## config.mk

```make
export PLATFORM = sky130hd
export DESIGN_NAME = key_move_queue
export DESIGN_NICKNAME = d
export VERILOG_FILES = /design/src/rtl/key_move_queue.sv
export SDC_FILE = /design/constraint.sdc
export NUM_CORES = 1
export LEC_CHECK = 0
export CORE_UTILIZATION = 45
export DETAILED_ROUTE_END_ITERATION = 10
export PLACE_DENSITY = 0.69
export RECOVER_POWER = 100
export SYNTH_ARGS = -nofsm -noshare
export SYNTH_HDL_FRONTEND = slang
export SYNTH_SLANG_ARGS = --single-unit
```

## constraint.sdc

```tcl
create_clock -name clk -period 4.9 [get_ports clk]
set_input_delay 0.98 -clock clk [delete_from_list [all_inputs] [get_ports clk]]
set_output_delay 0.98 -clock clk [all_outputs]
set_load 0.1 [all_outputs]
```

## src/rtl/key_move_queue.sv

```systemverilog
// PS/2 scan-code to snake-direction decoder with a small move queue.
// Accepted moves are buffered and popped one per game tick via consume.
module key_move_queue #(
  parameter int unsigned DEPTH         = 4,
  parameter logic [1:0]  INIT_MOVE     = 2'd0,
  parameter bit          BLOCK_REVERSE = 1'b1,
  parameter bit          ENABLE_WASD   = 1'b0
) (
  input  logic                      clk,
  input  logic                      reset,
  input  logic                      newKey,
  input  logic [7:0]                keyCode,
  input  logic                      consume,
  output logic [1:0]                move,
  output logic                      pending,
  output logic [$clog2(DEPTH):0]    count,
  output logic                      overflow
);

  localparam int unsigned PtrW = $clog2(DEPTH);
  localparam int unsigned CntW = PtrW + 1;
  localparam logic [CntW-1:0] DepthCount = CntW'(DEPTH);

  localparam logic [7:0] CodeExt   = 8'hE0;
  localparam logic [7:0] CodeBreak = 8'hF0;

  localparam logic [1:0] DirRight = 2'd0;
  localparam logic [1:0] DirUp    = 2'd1;
  localparam logic [1:0] DirLeft  = 2'd2;
  localparam logic [1:0] DirDown  = 2'd3;

  logic            ext_q, ext_d;
  logic            brk_q, brk_d;
  logic [PtrW-1:0] wr_ptr_q, wr_ptr_d;
  logic [PtrW-1:0] rd_ptr_q, rd_ptr_d;
  logic [CntW-1:0] count_q, count_d;
  logic [1:0]      move_q, move_d;
  logic            pending_q, pending_d;
  logic            overflow_q, overflow_d;
  logic [1:0]      mem_q [DEPTH];

  logic            is_prefix;
  logic            key_event;
  logic            cand_valid;
  logic [1:0]      cand_dir;
  logic [1:0]      ref_dir;
  logic            is_same;
  logic            is_reverse;
  logic            accept;
  logic            pop;
  logic            full;
  logic            push;

  assign is_prefix = (keyCode == CodeExt) || (keyCode == CodeBreak);
  // Only a non-prefix byte outside a break sequence is a key press to decode.
  assign key_event = newKey && !is_prefix && !brk_q;

  always_comb begin
    cand_valid = 1'b0;
    cand_dir   = DirRight;
    case (keyCode)
      8'h74: begin cand_valid = 1'b1; cand_dir = DirRight; end
      8'h75: begin cand_valid = 1'b1; cand_dir = DirUp;    end
      8'h6B: begin cand_valid = 1'b1; cand_dir = DirLeft;  end
      8'h72: begin cand_valid = 1'b1; cand_dir = DirDown;  end
      8'h23: begin cand_valid = ENABLE_WASD && !ext_q; cand_dir = DirRight; end
      8'h1D: begin cand_valid = ENABLE_WASD && !ext_q; cand_dir = DirUp;    end
      8'h1C: begin cand_valid = ENABLE_WASD && !ext_q; cand_dir = DirLeft;  end
      8'h1B: begin cand_valid = ENABLE_WASD && !ext_q; cand_dir = DirDown;  end
      default: begin
        cand_valid = 1'b0;
        cand_dir   = DirRight;
      end
    endcase
  end

  // Filter against the most recent intent: the queue tail, or the committed move.
  assign ref_dir    = (count_q != '0) ? mem_q[wr_ptr_q - PtrW'(1)] : move_q;
  assign is_same    = (cand_dir == ref_dir);
  assign is_reverse = BLOCK_REVERSE && (cand_dir == (ref_dir ^ 2'b10));
  assign accept     = key_event && cand_valid && !is_same && !is_reverse;

  assign pop  = consume && (count_q != '0);
  assign full = (count_q == DepthCount);
  // A pop in the same cycle frees a slot, so a full queue can still take the push.
  assign push = accept && (!full || pop);

  always_comb begin
    ext_d      = ext_q;
    brk_d      = brk_q;
    wr_ptr_d   = wr_ptr_q;
    rd_ptr_d   = rd_ptr_q;
    count_d    = count_q;
    move_d     = move_q;
    overflow_d = overflow_q;

    if (newKey) begin
      if (keyCode == CodeExt) begin
        ext_d = 1'b1;
      end else if (keyCode == CodeBreak) begin
        brk_d = 1'b1;
      end else begin
        ext_d = 1'b0;
        brk_d = 1'b0;
      end
    end

    if (pop) begin
      move_d   = mem_q[rd_ptr_q];
      rd_ptr_d = rd_ptr_q + PtrW'(1);
    end
    if (push) begin
      wr_ptr_d = wr_ptr_q + PtrW'(1);
    end
    if (accept && full && !pop) begin
      overflow_d = 1'b1;
    end

    case ({push, pop})
      2'b10:   count_d = count_q + CntW'(1);
      2'b01:   count_d = count_q - CntW'(1);
      default: count_d = count_q;
    endcase

    pending_d = (count_d != '0);
  end

  always_ff @(posedge clk) begin
    if (reset) begin
      ext_q      <= 1'b0;
      brk_q      <= 1'b0;
      wr_ptr_q   <= '0;
      rd_ptr_q   <= '0;
      count_q    <= '0;
      move_q     <= INIT_MOVE;
      pending_q  <= 1'b0;
      overflow_q <= 1'b0;
    end else begin
      ext_q      <= ext_d;
      brk_q      <= brk_d;
      wr_ptr_q   <= wr_ptr_d;
      rd_ptr_q   <= rd_ptr_d;
      count_q    <= count_d;
      move_q     <= move_d;
      pending_q  <= pending_d;
      overflow_q <= overflow_d;
    end
  end

  // Storage needs no reset; only entries between the pointers are ever read.
  always_ff @(posedge clk) begin
    if (!reset && push) begin
      mem_q[wr_ptr_q] <= cand_dir;
    end
  end

  assign move     = move_q;
  assign pending  = pending_q;
  assign count    = count_q;
  assign overflow = overflow_q;

endmodule

```

# Word-level counts from Yosys, hierarchy flattened
# Memories as Yosys holds them, arrays and structs flattened. A register that Yosys moved wholly into a read port is not among the register bits.
# Cells that the tools add are included.
[classes]
n_addsub = 5
eq_ne = 14
n_mux = 7
bitwise = 2
n_reduce_logical = 26
[op_table]
columns = ["operator", "count"]
rows = [
  ["$eq 8x7->1 const B", 4],
  ["$eq 8x5->1 const B", 3],
  ["$eq 8x8->1 const B", 2],
  ["$logic_and 1x1->1", 10],
  ["$logic_not 1->1", 7],
  ["$pmux 2 s3", 1],
  ["$pmux 3 s2", 1],
  ["$reduce_bool 3->1", 2],
  ["$reduce_or 2->1", 3],
  ["$add 2x1->2 const B", 2],
  ["$eq 2x2->1", 2],
  ["$mux 1", 4],
  ["$reduce_or 4->1", 1],
  ["$add 3x1->3 const B", 1],
  ["$eq 3x3->1 const B", 1],
  ["$sub 3x1->3 const B", 1],
  ["$eq 2x1->1 const B", 1],
  ["$eq 2x2->1 const B", 1],
  ["$logic_or 1x1->1", 2],
  ["$mux 2", 1],
  ["$not 1->1", 2],
  ["$reduce_and 2->1", 1],
  ["$sub 2x1->2 const B", 1],
]
[word_totals]
regBits = 10
ram_bits = 8
in_bits = 12
output_inout_bits = 7
elab_cells = 61
memories = 1
[memory_table]
columns = ["name", "depth", "width", "rd", "rd_ports_with_merged_regs", "wr", "line_no", "source"]
rows = [
  ["mem_q", 4, 2, 2, 1, 1, "40", "logic [1:0] mem_q [DEPTH];"],
]

# Longest topological paths before layout
[depth]
word_depth = 12
mapped_depth = 10
depth_no_buf = 10

# Least setup slack after synthesis
# No wires, ideal clock.
[synth_path]
kind = "input to register"
startpoint = "input keyCode[0]"
endpoint = "register pending_q, in the netlist pending"
setup_time_ns = 0.124
t_arrival_ns = 3.019
t_required_ns = 4.776
slack_ns = 1.757
cell_stages = 9
path_buffers = 0
path_cell_list = "or3b_4 > a2111oi_4 > or3_1 > a31oi_4 > fa_1 > and4_1 > a22oi_1 > xor2_1 > a21oi_2"
[synth_via]
elab_chain_len = 12
word_cells_on_any_way = 31
cone_classes = "eq/ne (13); mux (3); reduce/logical (15)"
[synth_lines]
columns = ["item", "line_no", "source"]
rows = [
  ["start: declaration", "12", "input logic [7:0] keyCode,"],
  ["parallel branches: the longest is 7 deep, another holds $eq 8x5->1", "-", ""],
  ["$logic_and 1x1->1 *", "81", "assign accept = key_event && cand_valid && !is_same && !is_reverse;"],
  ["$logic_and 1x1->1 *", "86", "assign push = accept && (!full || pop);"],
  ["$eq 2x1->1 / $eq 2x2->1 (equally long branches)", "119", "case ({push, pop})"],
  ["$pmux 3 s2 *", "119", ""],
  ["$reduce_bool 3->1 *", "125", "pending_d = (count_d != '0);"],
  ["end signal: assignment", "145", "pending_q <= pending_d;"],
  ["end: declaration", "38", "logic pending_q, pending_d;"],
]
# Every way passes the cells marked *.
# A chain may end at the register's enable or synchronous reset.

# Worst setup path after layout
[layout_path]
startpoint = "input keyCode[0]"
endpoint = "register pending_q, in the netlist pending"
[layout_via]
word_cells_on_any_way = 31
cone_classes = "eq/ne (13); mux (3); reduce/logical (15)"
[layout_rtl]
columns = ["item", "line_no", "source"]
rows = [
  ["$eq 8x5->1 / $eq 8x7->1 (equally long branches)", "61", "case (keyCode)"],
  ["$reduce_or 2->1 (no source line)", "-", ""],
  ["$pmux 2 s3 *", "61", ""],
  ["via cand_dir[0]", "45", "logic [1:0] cand_dir;"],
  ["$eq 2x2->1", "79", "assign is_same = (cand_dir == ref_dir);"],
  ["$logic_not 1->1", "81", ""],
  ["$logic_and 1x1->1", "81", ""],
  ["$logic_and 1x1->1 *", "81", ""],
  ["$logic_and 1x1->1 *", "86", ""],
  ["$eq 2x1->1 / $eq 2x2->1 (equally long branches)", "119", ""],
  ["$pmux 3 s2 *", "119", ""],
  ["$reduce_bool 3->1 *", "125", ""],
]
# Mark *: on every way through the listed nets, which the timed path passes. The rest lies on a longest branch.

==> impl_metrics.ini <==
[sta]
slew_violations = 0
fmax_mhz = 248
slew_headroom_pct = 34.6
post-route-period-util_pct = 82.2
finalClockSkew_ps = 3.62
hold_viol_final = 0
worstMarginPinSlew_ps = 978
fin_setup_tns_ps = 0
setup_violations = 0
rsz0062_at_grt = no
fin_crit_ps = 4030

[yosys]
yosysUniqueCellTypes = 41
syn_nets = 123
syn-cell-area_um2 = 1180
synth.ff_latch_count = 20
yosysSeqAreaShare_pct = 40.8
ys.warnings.count = 0
syn_area_per_cell_um2 = 11.1
syn_inst = 106

[critical_path]
endpoint_kind = flip-flop
critical_path_class = primary input to flip-flop
timing.rr.end = pending
cp.required_ps = 5140
cp_max_fo = 8
reg2reg_slack_ps = 2100
startpoint = keyCode[0]
critPathArrivalTime_ps = 4270
ff2ff_path_depth = 9
start_kind = primary input
worstReg2RegStart = wr_ptr_q[0]

[detailed_routing]
wirelength_um = 2030
first_pass_iters = 4
drtIter0Drc = 9
viasPerCell = 5.28
drc = 0
wl_per_cell_um = 13.0
vias = 823
ant_nets = 0

[grt]
grt_first_pass_wirelength_um = 3350
overflow = 0
grt_use_total_pct = 16.6
grt_pass1_vias = 753
grt_max_degree = 14
antenna_found_initial = 0

[place]
routabilityCongestion = 0.806
port-buffer-count = 18
hpwl_um = 1640
postPlaceCellArea_um2 = 1390

[min_path]
hold_end = overflow
hold_class = flip-flop to flip-flop
holdPathStages = 2
hp-start = overflow

[clocking]
clock_sink_count = 20
cts_resized = 0
hold_buffers = 0
htree_num_levels = 1
cts_setup_buffers = 0
path_clk_slew_ps = 120
clk_path_buf_depth = 2
cts_root_buffer = clkbuf_4
cts_buffers = 3
cts_tree = done
clk_latency_ps = 300

[power]
power_leakage_nw = 0.550
vdd_drop_max_mv = 0.335
swShare_pct = 39.4
p_comb_share_pct = 42.4
p_per_area_nw_per_um2 = 428
p_clk_share_pct = 22.7
internal_power_mw = 0.358
p_switching_mw = 0.233
seq_power_share_pct = 34.9

[outcome]
run_status = complete, no violations

[layout]
area_delta_synth_final_pct = 17.1
drive_above_1_share_pct = 7.94
fin_area_um2 = 1380
fill_cells = 233
num-nets-final = 144
diodes = 0

[floorplan]
start_util_pct = 47.6
fp-row-count = 18
core_area_um2 = 2480
die_height_um = 53.2
chipWidth_um = 53.2
dieArea_um2 = 2830
io_pins = 19

[run]
cap_violations = 0
## how the worst max path moves through the flow
stage | end | slack, ps | depth (start not counted)
floorplan | pending | 1760 | 9
global placement | pending | 1110 | 10
detailed placement | pending | 1070 | 10
CTS | pending | 1390 | 10
global route | pending | 610 | 8
finish | pending | 870 | 8
## power by group through the flow
| stage | registers [mW] | logic (mW) | clock network (mW) |
|---|---|---|---|
| 2_1_floorplan | 0.294 | 0.141 | 0 |
| 3_3_place_gp | 0.211 | 0.277 | 0 |
| 3_5_place_dp | 0.211 | 0.280 | 0 |
| 4_1_cts | 0.207 | 0.281 | 0.138 |
| 5_1_grt | 0.209 | 0.271 | 0.144 |
| 6_report | 0.206 | 0.250 | 0.134 |
## metal layers
metal / wire length (um) / global-route usage, % / part of all wire, %
met4: 13 / 5.26 / 0.64
met5: 0 / 0 / 0
met2: 1040 / 27.2 / 51
met3: 56 / 3.45 / 2.8
met1: 921 / 21.7 / 45
## logic make-up after synthesis
logic type,share of synthesized area [%]
and+or+nand+nor,20.9
AOI/OAI and AO/OA,14.5
adders and majority gates,5.95
muxes,11.3
xor gates and xnor gates,4.35
DFF,40.8
buffers and inverters,2.23
## metrics by stage
stage	hold slack, ps	instances	total power, mW	worst slack [ps]	utilization, %
6_report	492	156	0.590	874	55.7
4_1_cts	517	156	0.626	1390	58.2
2_1_floorplan	489	106	0.435	1760	-
3_3_place_gp	452	152	0.488	1110	56.1
3_5_place_dp	489	152	0.491	1070	56.1
5_1_grt	535	156	0.624	615	55.7
## Yosys cell counts, drive strengths merged
| cell | n | area (um^2) |
|---|---|---|
| xnor2 | 3 | 33.8 |
| mux2 | 1 | 15.0 |
| a22oi | 1 | 7.51 |
| a21oi | 4 | 23.8 |
| nor2b | 4 | 25.0 |
| o22ai | 1 | 6.26 |
| nor3b | 1 | 7.51 |
| o211a | 1 | 10.0 |
| o21ai | 3 | 15.0 |
| nand4bb | 1 | 11.3 |
| nand3b | 3 | 22.5 |
| fa | 1 | 20.0 |
| dfxtp | 12 | 240 |
| edfxtp | 8 | 240 |
| nor3 | 5 | 25.0 |
| inv | 5 | 18.8 |
| nand3 | 1 | 5.00 |
| and4 | 1 | 8.76 |
| o2111a | 1 | 11.3 |
| nor2 | 13 | 48.8 |
| or2 | 1 | 8.76 |
| nand2b | 3 | 18.8 |
| a21boi | 1 | 7.51 |
| nand2 | 2 | 7.51 |
| a211oi | 1 | 7.51 |
| clkbuf | 2 | 7.51 |
| mux2i | 5 | 50.1 |
| a2111oi | 1 | 27.5 |
| a31oi | 2 | 27.5 |
| and2 | 4 | 25.0 |
| or3 | 2 | 12.5 |
| xor2 | 2 | 17.5 |
| ha | 4 | 50.1 |
| mux4 | 3 | 67.6 |
| or3b | 2 | 20.0 |
| a41oi | 1 | 27.5 |
## cell type report
class	instances	area, um^2	area share [%]
multi-input cells	79	611	44.2
repair buffers	18	180	13.1
well taps	30	37.5	2.72
inverters	5	18.8	1.36
flip-flops and latches	20	480	34.8
clock buffers	3	22.5	1.63
clock inverters	1	30.0	2.18
## registers in the layout, summed over array words and instances, names as in the netlist
| register | flops |
|---|---|
| mem_q | 8 |
| count | 3 |
| move | 2 |
| rd_ptr_q | 2 |
| wr_ptr_q | 2 |
| brk_q | 1 |
| overflow | 1 |
| pending | 1 |
## cells in the final DEF, fill, tap and decap left out, types with 3 or more instances in the layout
cell             instances
nor2_1                  13
dfxtp_1                 12
dlygate4sd3_1           11
edfxtp_1                 8
clkdlybuf4s50_1          7
inv_1                    5
nor3_1                   5
mux2i_1                  5
nor2b_1                  4
and2_0                   4
ha_1                     4
nand3b_1                 3
nand2b_1                 3
a21oi_1                  3
mux4_2                   3
clkbuf_4                 3
## critical path, stage by stage
cell and delay, ps:
dlygate4sd3_1 640, or3b_2 490, a2111oi_0 630, or2_0 400, xnor2_2 160, a41oi_1 440, mux2_1 400, a21oi_2 130
(Power assumes the default switching activity.)
